==> src/rtl/irq_entry_sequencer_if.sv <==
// -----------------------------------------------------------------------------
// irq_entry_sequencer_if
// Purpose : bundles the control-unit side signals of the 65C02 interrupt/reset
//           entry sequencer.
// Modports:
//   master - control unit / pin side: drives nmib_in, irqb_in, i_flag, sync,
//            brk_op, rdy (and wai_op); observes the sequencer outputs.
//   slave  - the sequencer: observes the inputs; drives int_take, seq_busy,
//            seq_step, push_en, push_sel, b_flag, set_i, vec_rd, vec_addr,
//            nmi_ack (and wai_halt).
// Build option: WAI_SUPPORT_EN adds wai_op / wai_halt.
// -----------------------------------------------------------------------------
interface irq_entry_sequencer_if;
    logic        nmib_in;
    logic        irqb_in;
    logic        i_flag;
    logic        sync;
    logic        brk_op;
    logic        rdy;
    logic        int_take;
    logic        seq_busy;
    logic [2:0]  seq_step;
    logic        push_en;
    logic [1:0]  push_sel;
    logic        b_flag;
    logic        set_i;
    logic        vec_rd;
    logic [15:0] vec_addr;
    logic        nmi_ack;
`ifdef WAI_SUPPORT_EN
    logic        wai_op;
    logic        wai_halt;

    modport master (
        output nmib_in, irqb_in, i_flag, sync, brk_op, rdy, wai_op,
        input  int_take, seq_busy, seq_step, push_en, push_sel, b_flag,
               set_i, vec_rd, vec_addr, nmi_ack, wai_halt
    );
    modport slave (
        input  nmib_in, irqb_in, i_flag, sync, brk_op, rdy, wai_op,
        output int_take, seq_busy, seq_step, push_en, push_sel, b_flag,
               set_i, vec_rd, vec_addr, nmi_ack, wai_halt
    );
`else
    modport master (
        output nmib_in, irqb_in, i_flag, sync, brk_op, rdy,
        input  int_take, seq_busy, seq_step, push_en, push_sel, b_flag,
               set_i, vec_rd, vec_addr, nmi_ack
    );
    modport slave (
        input  nmib_in, irqb_in, i_flag, sync, brk_op, rdy,
        output int_take, seq_busy, seq_step, push_en, push_sel, b_flag,
               set_i, vec_rd, vec_addr, nmi_ack
    );
`endif
endinterface

==> src/rtl/irq_entry_sequencer.sv <==
// -----------------------------------------------------------------------------
// irq_entry_sequencer
// Purpose : sequences 65C02 interrupt / reset entry. Synchronises the nmib and
//           irqb pins, latches NMI on a falling edge, arbitrates
//           RES > NMI > IRQ > BRK at instruction boundaries and walks the
//           7-step entry (forced opcode, dummy, push PCH/PCL/P, vector lo/hi).
// Ports   :
//   clk  - core clock, rising edge
//   resb - asynchronous active-low reset
//   bus  - irq_entry_sequencer_if.slave (pins, flags, sequencing outputs)
// Build option: WAI_SUPPORT_EN adds a WAIT state (wai_op in, wai_halt out).
// -----------------------------------------------------------------------------
module irq_entry_sequencer #(
    parameter int          SYNC_STAGES = 2,
    parameter logic [15:0] RES_VEC     = 16'hFFFC,
    parameter logic [15:0] NMI_VEC     = 16'hFFFA,
    parameter logic [15:0] IRQ_VEC     = 16'hFFFE
) (
    input  logic                  clk,
    input  logic                  resb,
    irq_entry_sequencer_if.slave  bus
);

    typedef enum logic [1:0] {
        ST_IDLE  = 2'd0,
        ST_ENTRY = 2'd1,
        ST_RST   = 2'd2
`ifdef WAI_SUPPORT_EN
        ,ST_WAIT = 2'd3
`endif
    } state_t;

    state_t      state_q, state_d;
    logic [2:0]  step_q, step_d;
    logic        b_q, b_d;
    logic [15:0] base_q, base_d;
    logic        nmi_pend_q, nmi_pend_d;
    logic [SYNC_STAGES-1:0] nmi_sync_q, nmi_sync_d;
    logic [SYNC_STAGES-1:0] irq_sync_q, irq_sync_d;

    logic irqb_s;
    logic nmi_fall;
    logic irq_ok;
    logic in_seq;
    logic ack;
    logic take;

    // Synchroniser chains: stage 0 samples the pin, each later stage the one before.
    genvar gi;
    generate
        for (gi = 0; gi < SYNC_STAGES; gi++) begin : g_sync
            if (gi == 0) begin : g_first
                assign nmi_sync_d[gi] = bus.nmib_in;
                assign irq_sync_d[gi] = bus.irqb_in;
            end else begin : g_next
                assign nmi_sync_d[gi] = nmi_sync_q[gi-1];
                assign irq_sync_d[gi] = irq_sync_q[gi-1];
            end
        end
    endgenerate

    assign irqb_s = irq_sync_q[SYNC_STAGES-1];
    // Falling edge detected as it enters the last stage, so nmi_pend becomes
    // visible in the same cycle as the synchronised level would.
    assign nmi_fall = nmi_sync_q[SYNC_STAGES-1] & ~nmi_sync_q[SYNC_STAGES-2];
    assign irq_ok   = ~irqb_s & ~bus.i_flag;
    assign in_seq   = (state_q == ST_ENTRY) || (state_q == ST_RST);
    assign ack      = in_seq && (step_q == 3'd5) && (base_q == NMI_VEC);

    always_ff @(posedge clk or negedge resb) begin
        if (!resb) begin
            state_q    <= ST_RST;
            step_q     <= 3'd0;
            b_q        <= 1'b0;
            base_q     <= RES_VEC;
            nmi_pend_q <= 1'b0;
            nmi_sync_q <= '1;
            irq_sync_q <= '1;
        end else if (bus.rdy) begin
            state_q    <= state_d;
            step_q     <= step_d;
            b_q        <= b_d;
            base_q     <= base_d;
            nmi_pend_q <= nmi_pend_d;
            nmi_sync_q <= nmi_sync_d;
            irq_sync_q <= irq_sync_d;
        end
    end

    always_comb begin
        state_d    = state_q;
        step_d     = step_q;
        b_d        = b_q;
        base_d     = base_q;
        take       = 1'b0;
        // A new edge in the acknowledge cycle must win over the clear.
        nmi_pend_d = nmi_fall | (nmi_pend_q & ~ack);

        case (state_q)
            ST_IDLE: begin
                if (bus.sync) begin
                    if (nmi_pend_q || irq_ok) begin
                        take    = bus.rdy;
                        state_d = ST_ENTRY;
                        step_d  = 3'd0;
                        b_d     = 1'b0;
                    end else if (bus.brk_op) begin
                        state_d = ST_ENTRY;
                        step_d  = 3'd0;
                        b_d     = 1'b1;
                    end
`ifdef WAI_SUPPORT_EN
                    else if (bus.wai_op) begin
                        state_d = ST_WAIT;
                    end
`endif
                end
            end
            ST_ENTRY, ST_RST: begin
                // Vector base is decided late so an NMI can hijack the sequence.
                if (step_q == 3'd4) begin
                    if (nmi_pend_q)
                        base_d = NMI_VEC;
                    else if (state_q == ST_RST)
                        base_d = RES_VEC;
                    else
                        base_d = IRQ_VEC;
                end
                if (step_q == 3'd6) begin
                    state_d = ST_IDLE;
                    step_d  = 3'd0;
                end else begin
                    step_d  = step_q + 3'd1;
                end
            end
`ifdef WAI_SUPPORT_EN
            ST_WAIT: begin
                // Any pending source wakes the core; vectoring only if allowed.
                if (nmi_pend_q || !irqb_s) begin
                    if (nmi_pend_q || irq_ok) begin
                        state_d = ST_ENTRY;
                        step_d  = 3'd0;
                        b_d     = 1'b0;
                    end else begin
                        state_d = ST_IDLE;
                    end
                end
            end
`endif
            default: state_d = ST_IDLE;
        endcase
    end

    assign bus.int_take = take;
    assign bus.seq_busy = in_seq;
    assign bus.seq_step = step_q;
    assign bus.push_en  = (state_q == ST_ENTRY) && (step_q >= 3'd2) && (step_q <= 3'd4);
    assign bus.push_sel = !bus.push_en     ? 2'b00 :
                          (step_q == 3'd3) ? 2'b01 :
                          (step_q == 3'd4) ? 2'b10 : 2'b00;
    assign bus.b_flag   = (state_q == ST_ENTRY) && b_q;
    assign bus.set_i    = in_seq && (step_q == 3'd4);
    assign bus.vec_rd   = in_seq && (step_q >= 3'd5);
    assign bus.vec_addr = base_q + {15'd0, (in_seq && (step_q == 3'd6))};
    assign bus.nmi_ack  = ack;
`ifdef WAI_SUPPORT_EN
    assign bus.wai_halt = (state_q == ST_WAIT);
`endif

endmodule
==> src/flat_wrapper.sv <==
// flat-port wrapper written by rule: the top's interface ports become plain ports
module irq_entry_sequencer_flat 
#(
    parameter int          SYNC_STAGES = 2,
    parameter logic [15:0] RES_VEC     = 16'hFFFC,
    parameter logic [15:0] NMI_VEC     = 16'hFFFA,
    parameter logic [15:0] IRQ_VEC     = 16'hFFFE
)
  (clk, resb, bus_nmib_in, bus_irqb_in, bus_i_flag, bus_sync, bus_brk_op, bus_rdy, bus_int_take, bus_seq_busy, bus_seq_step, bus_push_en, bus_push_sel, bus_b_flag, bus_set_i, bus_vec_rd, bus_vec_addr, bus_nmi_ack);
  irq_entry_sequencer_if bus_i ();
  input  logic clk;
  input  logic resb;
  input wire logic [$bits(bus_i.nmib_in)-1:0] bus_nmib_in;
  input wire logic [$bits(bus_i.irqb_in)-1:0] bus_irqb_in;
  input wire logic [$bits(bus_i.i_flag)-1:0] bus_i_flag;
  input wire logic [$bits(bus_i.sync)-1:0] bus_sync;
  input wire logic [$bits(bus_i.brk_op)-1:0] bus_brk_op;
  input wire logic [$bits(bus_i.rdy)-1:0] bus_rdy;
  output wire logic [$bits(bus_i.int_take)-1:0] bus_int_take;
  output wire logic [$bits(bus_i.seq_busy)-1:0] bus_seq_busy;
  output wire logic [$bits(bus_i.seq_step)-1:0] bus_seq_step;
  output wire logic [$bits(bus_i.push_en)-1:0] bus_push_en;
  output wire logic [$bits(bus_i.push_sel)-1:0] bus_push_sel;
  output wire logic [$bits(bus_i.b_flag)-1:0] bus_b_flag;
  output wire logic [$bits(bus_i.set_i)-1:0] bus_set_i;
  output wire logic [$bits(bus_i.vec_rd)-1:0] bus_vec_rd;
  output wire logic [$bits(bus_i.vec_addr)-1:0] bus_vec_addr;
  output wire logic [$bits(bus_i.nmi_ack)-1:0] bus_nmi_ack;
  assign bus_i.nmib_in = bus_nmib_in;
  assign bus_i.irqb_in = bus_irqb_in;
  assign bus_i.i_flag = bus_i_flag;
  assign bus_i.sync = bus_sync;
  assign bus_i.brk_op = bus_brk_op;
  assign bus_i.rdy = bus_rdy;
  assign bus_int_take = bus_i.int_take;
  assign bus_seq_busy = bus_i.seq_busy;
  assign bus_seq_step = bus_i.seq_step;
  assign bus_push_en = bus_i.push_en;
  assign bus_push_sel = bus_i.push_sel;
  assign bus_b_flag = bus_i.b_flag;
  assign bus_set_i = bus_i.set_i;
  assign bus_vec_rd = bus_i.vec_rd;
  assign bus_vec_addr = bus_i.vec_addr;
  assign bus_nmi_ack = bus_i.nmi_ack;
  irq_entry_sequencer #(.SYNC_STAGES(SYNC_STAGES), .RES_VEC(RES_VEC), .NMI_VEC(NMI_VEC), .IRQ_VEC(IRQ_VEC)) u_core (.clk(clk), .resb(resb), .bus(bus_i));
endmodule
==> config.mk <==
export PLATFORM = sky130hd
export DESIGN_NAME = irq_entry_sequencer_flat
export DESIGN_NICKNAME = d
export VERILOG_FILES = /design/src/rtl/irq_entry_sequencer_if.sv /design/src/rtl/irq_entry_sequencer.sv /design/src/flat_wrapper.sv
export SDC_FILE = /design/constraint.sdc
export NUM_CORES = 1
export LEC_CHECK = 0
export CELL_PAD_IN_SITES_DETAIL_PLACEMENT = 1
export CELL_PAD_IN_SITES_GLOBAL_PLACEMENT = 1
export CORE_MARGIN = 4
export CORE_UTILIZATION = 48
export CTS_CLUSTER_DIAMETER = 150
export DETAILED_ROUTE_END_ITERATION = 7
export DONT_BUFFER_PORTS = 1
export PLACE_DENSITY_LB_ADDON = 0.15
export SYNTH_ARGS = -nofsm -noshare
export SYNTH_HDL_FRONTEND = slang
export SYNTH_SLANG_ARGS = --single-unit
==> constraint.sdc <==
create_clock -name clk -period 5.1 [get_ports clk]
set_clock_uncertainty 0.15 [all_clocks]
set_input_delay 1.02 -clock clk [delete_from_list [all_inputs] [get_ports clk]]
set_output_delay 1.02 -clock clk [all_outputs]
set_load 0.01 [all_outputs]
Word-level counts from Yosys, hierarchy flattened
Index checks and enable logic that the tools add are counted.

Register bits after elaboration: 27. Latch bits: 0. RAM bits: 0. Bits in read-only memories: 0. Input bits: 8. Output and inout port bits: 28. Word-level logic and storage cells: 68. Memories: 0.

$add $sub $neg: 2. $mul: 0. Divide/modulo/power cells: 0. Magnitude comparators: 3. Equality and inequality tests: 10. Shifts and indexed selects: 0. Mux-type cells: 20. Bitwise operators: 8. Reduce and logical (&&, ||, !) cells: 18.

Operator list (number): 16-bit by 1-bit adder with 16-bit output (1); 16-bit == test, second input constant (1); 16-bit 2-to-1 mux (1); 2-bit 2-to-1 mux (8); 3-bit 2-to-1 mux (4); 4-bit AND reduction (3); 3-bit == test, second input constant (3); 1-bit logical AND (8); 3-bit case mux with 2 select lines (1); 1-bit 2-to-1 mux (5); 1-bit NOT (4); 2-bit case mux with 2 select lines (1); 2-bit nonzero test (2); 3-bit by 1-bit adder with 3-bit output, second input constant (1); 1-bit AND (3); 3-bit by 2-bit == test with 1-bit output, second input constant (1); 3-bit by 2-bit >= comparator with 1-bit output, second input constant (1); 3-bit >= comparator, second input constant (1); 3-bit less-or-equal comparator, second input constant (1); 3-bit by 2-bit inequality test with 1-bit output, second input constant (1); 3-bit AND reduction (1); 2-bit by 1-bit == test with 1-bit output, second input constant (1); 2-bit == test, second input constant (1); 2-bit logical NOT (1); 5 further kinds (6).

Depth between registers and ports, before layout
Word-level depth: 7. Depth in mapped cells: 6. Depth with buffers taken out: 5.

Least setup slack after synthesis
No wires, ideal clock.

Path type: input -> output. From: input port bus_rdy. To: output port bus_int_take. Arrival time: 1.605 ns. Required time: 3.930 ns. Setup slack: 2.325 ns. Stages: 3. Buffers on the path: 1. Cell sequence: clkbuf_1 -> nand3_1 -> nor2_1.

Word-level cells in the longest chain between the ends: 3.

RTL lines: start: declaration (line flat_wrapper.sv:18) `input wire logic [$bits(bus_i.rdy)-1:0] bus_rdy;`; 1-bit 2-to-1 mux (line irq_entry_sequencer.sv:102) `if (nmi_pend_q || irq_ok) begin`; 1-bit 2-to-1 mux (line irq_entry_sequencer.sv:101) `if (bus.sync) begin`; 1-bit 2-to-1 mux (line irq_entry_sequencer.sv:99) `case (state_q)`; end: declaration (line flat_wrapper.sv:19) `output wire logic [$bits(bus_i.int_take)-1:0] bus_int_take;`.

Every way passes these cells.

Worst setup path after layout
From: register u_core.state_q[1]. To: output port bus_nmi_ack.

Word-level cells in the longest chain between the ends: 4. Elaborated cells between the ends (all ways): 5. Classes of those cells: eq/ne: 2; reduce/logical: 3.

RTL lines: start: declaration (line irq_entry_sequencer.sv:33) `state_t state_q, state_d;`; start signal: assignment (line irq_entry_sequencer.sv:80) `state_q <= state_d;`; 2-bit by 1-bit == test with 1-bit output / 2-bit == test (equally long branches) (line irq_entry_sequencer.sv:67) `assign in_seq = (state_q == ST_ENTRY) || (state_q == ST_RST);`; 1-bit logical OR (*) (line irq_entry_sequencer.sv:67); named net bus_seq_busy (line flat_wrapper.sv:20) `output wire logic [$bits(bus_i.seq_busy)-1:0] bus_seq_busy;`; 1-bit logical AND (*) (2 in series) (line irq_entry_sequencer.sv:68) `assign ack = in_seq && (step_q == 3'd5) && (base_q == NMI_VEC);`; end: declaration (line flat_wrapper.sv:28) `output wire logic [$bits(bus_i.nmi_ack)-1:0] bus_nmi_ack;`.

The timed path passes the listed nets; every way through them passes the cells marked *.

==> results.md <==
* Number of setup buffers added after CTS at 0
* Final Max Slew Viols at 0
* Top Family by Delay on Critical Path: flip-flops
* H-tree depth at 1
* DRT Pass-1 Iters at 3
* CTS Buf Count at 3
* GRT Total Usage at 15.1%
* Peak supply drop at 253 uV
* Max frequency at 0.322 GHz
* Placer Congestion at 0.702
* # fillers at around 210
* Root Driver: clkbuf_4
* Fin nets at about 100
* Yosys cell types at 34
* Crit-path max FO at 11
* Synth warn at 0
* Post_cts resized at 0
* 1st-iter DRT viols at 12
* Worst setup path end: bus_nmi_ack
* RSZ-0062 raised after global routing: false
* Post-Place Worst Slack at 2290 ps
* Clock Power Share at 16.9%
* Post-Synthesis Cell Area at roughly 900 sq um
* Sw power at about 0.00016 W
* Critical Setup Path Class: register to output port
* Final WS setup at 2000 ps
* Post-DP Area at 858 sq um
* Worst r2r dst: u_core.bus.seq_step[2]$_DFFE_PN0P_
* Worst-Skew Late Latency at about 270 ps
* Global-route wire length before repair at 3040 microns
* Final Critical Period at 3100 ps
* Worst setup EP type: output port
* Fin crit share at between 60 and 70%
* Post-Syn Area per Cell at ~9.8 sq um
* Setup_tns at 0 ps
* Clock slew at reported path FFs at 90 ps
* Max incr delay on CP at ~550 ps
* Largest net degree at the start of global routing at 14
* Layout area overhead at -1.26%
* Remaining Overflow, GRT at 0
* FF+latch count, synth at 13
* Worst path bufs/invs at 1
* Seq/Total Area, Yosys at 37.2%
* Antenna-violating nets left at 0
* Worst setup startpoint: u_core.state_q[1]$_DFFE_PN1P_
* Post-DP HPWL at 1430 microns
* CTS tree: done
* Vias/cell at ~5.3
* Net Sw Frac at 41.2%
* Initial antenna violation count at 0
* Initial Utilization at between 50% and 60%
* Arrival time worst endpoint at 1930 ps
* MaxCap Viol Count at 0
* Inserted Diodes at 0
* Final Cell Area at slightly below 900 sq um
* Sink Count at 13
* Pint at 0.000226 W
* RR Startpoint: u_core.state_q[1]$_DFFE_PN1P_
* Vias in the first global route at 690
* Part of the power in combinational logic at 36.8%
* Detailed-route DRC error count at 0
* Final hold vios at 0
* Post-CTS Hold Fix Bufs at 0
* Mapped Cells at 91
* WP depth at 4
* R2R depth at 5
* Via Count at approximately 600
* Setup-failing EPs final at 0
* Seq pwr share at around 46%
* Core ar. at 1750 sq um
* Worst reg-to-reg setup slack at 2970 ps
* Wirelength, routed at 1790 microns
* Status: complete, no violations
* Startpoint Class: register
* # port buffers at 0
* Layout cell share with drive strength beyond 1 at 18.7%
* DIE WIDTH at between 50 and 60 microns
* Maximum clock insertion buffer count at 2
* DIE HEIGHT at ~51 microns
* Crit-path slowest cell: dfstp_2
* Io pins at 36
* Ordered list of cells on the worst path: inv_1 -> ha_1 -> nand2_1 -> nor3_1
* FP Rows at 15
* Average wire per standard cell at 15.4 microns
* Power Density at 436 nW/um^2
* Tightest Hold Check Type: input pin to async pin
* Static leakage at 0.369 nW
* Worst Path Required at 3930 ps
* Die area at 2620 sq um
==> through the flow <==
stage               total power [W]  util [%]  hold WS, ps  cells
floorplan                  0.000300         -          300    103
global placement           0.000316      49.2          307    112
detailed placement         0.000322      49.2          314    112
CTS                        0.000388      50.7          275    116
global route               0.000419      50.7          255    116
finish                     0.000385      50.7          280    116
==> Yosys cell counts, drive strengths merged <==
library cell,instances,area [sq um]
nor3b,3,22.5
nor2b,3,18.8
o22ai,1,6.26
conb,1,3.75
a41oi,2,17.5
nand2,5,18.8
and2,1,6.26
nand3,2,10.0
a2111oi,1,8.76
o21ba,1,10.0
clkbuf,2,11.3
nor2,7,26.3
inv,7,26.3
and4bb,1,16.3
mux2,5,56.3
o2bb2ai,1,8.76
nand2b,2,12.5
a21oi,1,5.00
ha,4,50.1
and3b,1,8.76
buf,14,103
o21a,1,7.51
a211oi,3,32.5
dfrtp,7,175
a221o,1,10.0
mux2i,4,40.0
nand3b,2,15.0
nor4,1,6.26
dfstp,6,158
nor3,1,5.00
==> state kept, by name, indices dropped and copies added, names as in the netlist <==
name / count
u_core.state_q: 2
u_core.irq_sync_q: 2
u_core.nmi_pend_q: 1
u_core.base_q: 2
u_core.nmi_sync_q: 2
u_core.bus.seq_step: 3
u_core.b_q: 1
==> per-layer routing <==
metal,track usage [%],vias up,part of all wire [%]
li1,-,287,-
met1,18.9,299,45
met2,25.5,23,47
met3,4.96,2,7.9
met4,2.69,0,0.56
met5,0,-,0
==> power groups by stage <==
stage / clock network, W / registers (W) / logic, W
finish: 0.0000653 / 0.000178 / 0.000142
global route: 0.0000737 / 0.000182 / 0.000163
CTS: 0.0000670 / 0.000178 / 0.000143
detailed placement: 0 / 0.000180 / 0.000142
global placement: 0 / 0.000178 / 0.000139
floorplan: 0 / 0.000166 / 0.000134
==> worst register-to-register path, cell delays in order, from the launching register on <==
cell	delay, ps
dfstp_2	550
inv_1	60
ha_1	530
mux2i_1	170
a211oi_2	360
mux2i_1	240
==> cells by family (layout without fill, tap and decap cells) <==
group | after synthesis | after routing | share of synthesized area (%)
buffers and inverters | 23 | 11 | 15.6
and+or+nand+nor | 29 | 29 | 18.6
adders and majority gates | 4 | 4 | 5.59
AOI/OAI and AO/OA | 12 | 12 | 11.9
other | 1 | 13 | 0.419
DFF | 13 | 13 | 37.2
muxes | 9 | 9 | 10.8
==> layout make-up <==
| cell class | count | area, sq um | share of cell area, % |
|---|---|---|---|
| Tap cell | 25 | 31.3 | 3.54 |
| Inverter | 7 | 26.3 | 2.97 |
| Multi-Input combinational cell | 67 | 468 | 52.9 |
| Sequential cell | 13 | 333 | 37.6 |
| Clock buffer | 4 | 26.3 | 2.97 |
==> cell usage in the layout (no fill, tap or decap), types with 3 or more instances in the layout <==
master	n
dfrtp_1	7
nor2b_1	3
inv_1	7
nand2_1	5
dfstp_2	6
mux2i_1	4
nor3b_1	3
mux2_2	4
conb_1	13
ha_1	4
clkbuf_4	3
nor2_1	7
==> worst min path at each step <==
stage	from	slack (ps)	cells past startpoint	end
finish	resb	280	0	u_core.b_q$_DFFE_PN0P_
global route	resb	260	0	u_core.bus.seq_step[0]$_DFFE_PN0P_
CTS	resb	280	0	u_core.bus.seq_step[0]$_DFFE_PN0P_
detailed placement	u_core.state_q[1]$_DFFE_PN1P_	310	1	u_core.state_q[1]$_DFFE_PN1P_
global placement	u_core.state_q[1]$_DFFE_PN1P_	310	1	u_core.state_q[1]$_DFFE_PN1P_
floorplan	u_core.state_q[1]$_DFFE_PN1P_	300	1	u_core.state_q[1]$_DFFE_PN1P_
No activity file was read; power rests on OpenSTA's default activity.
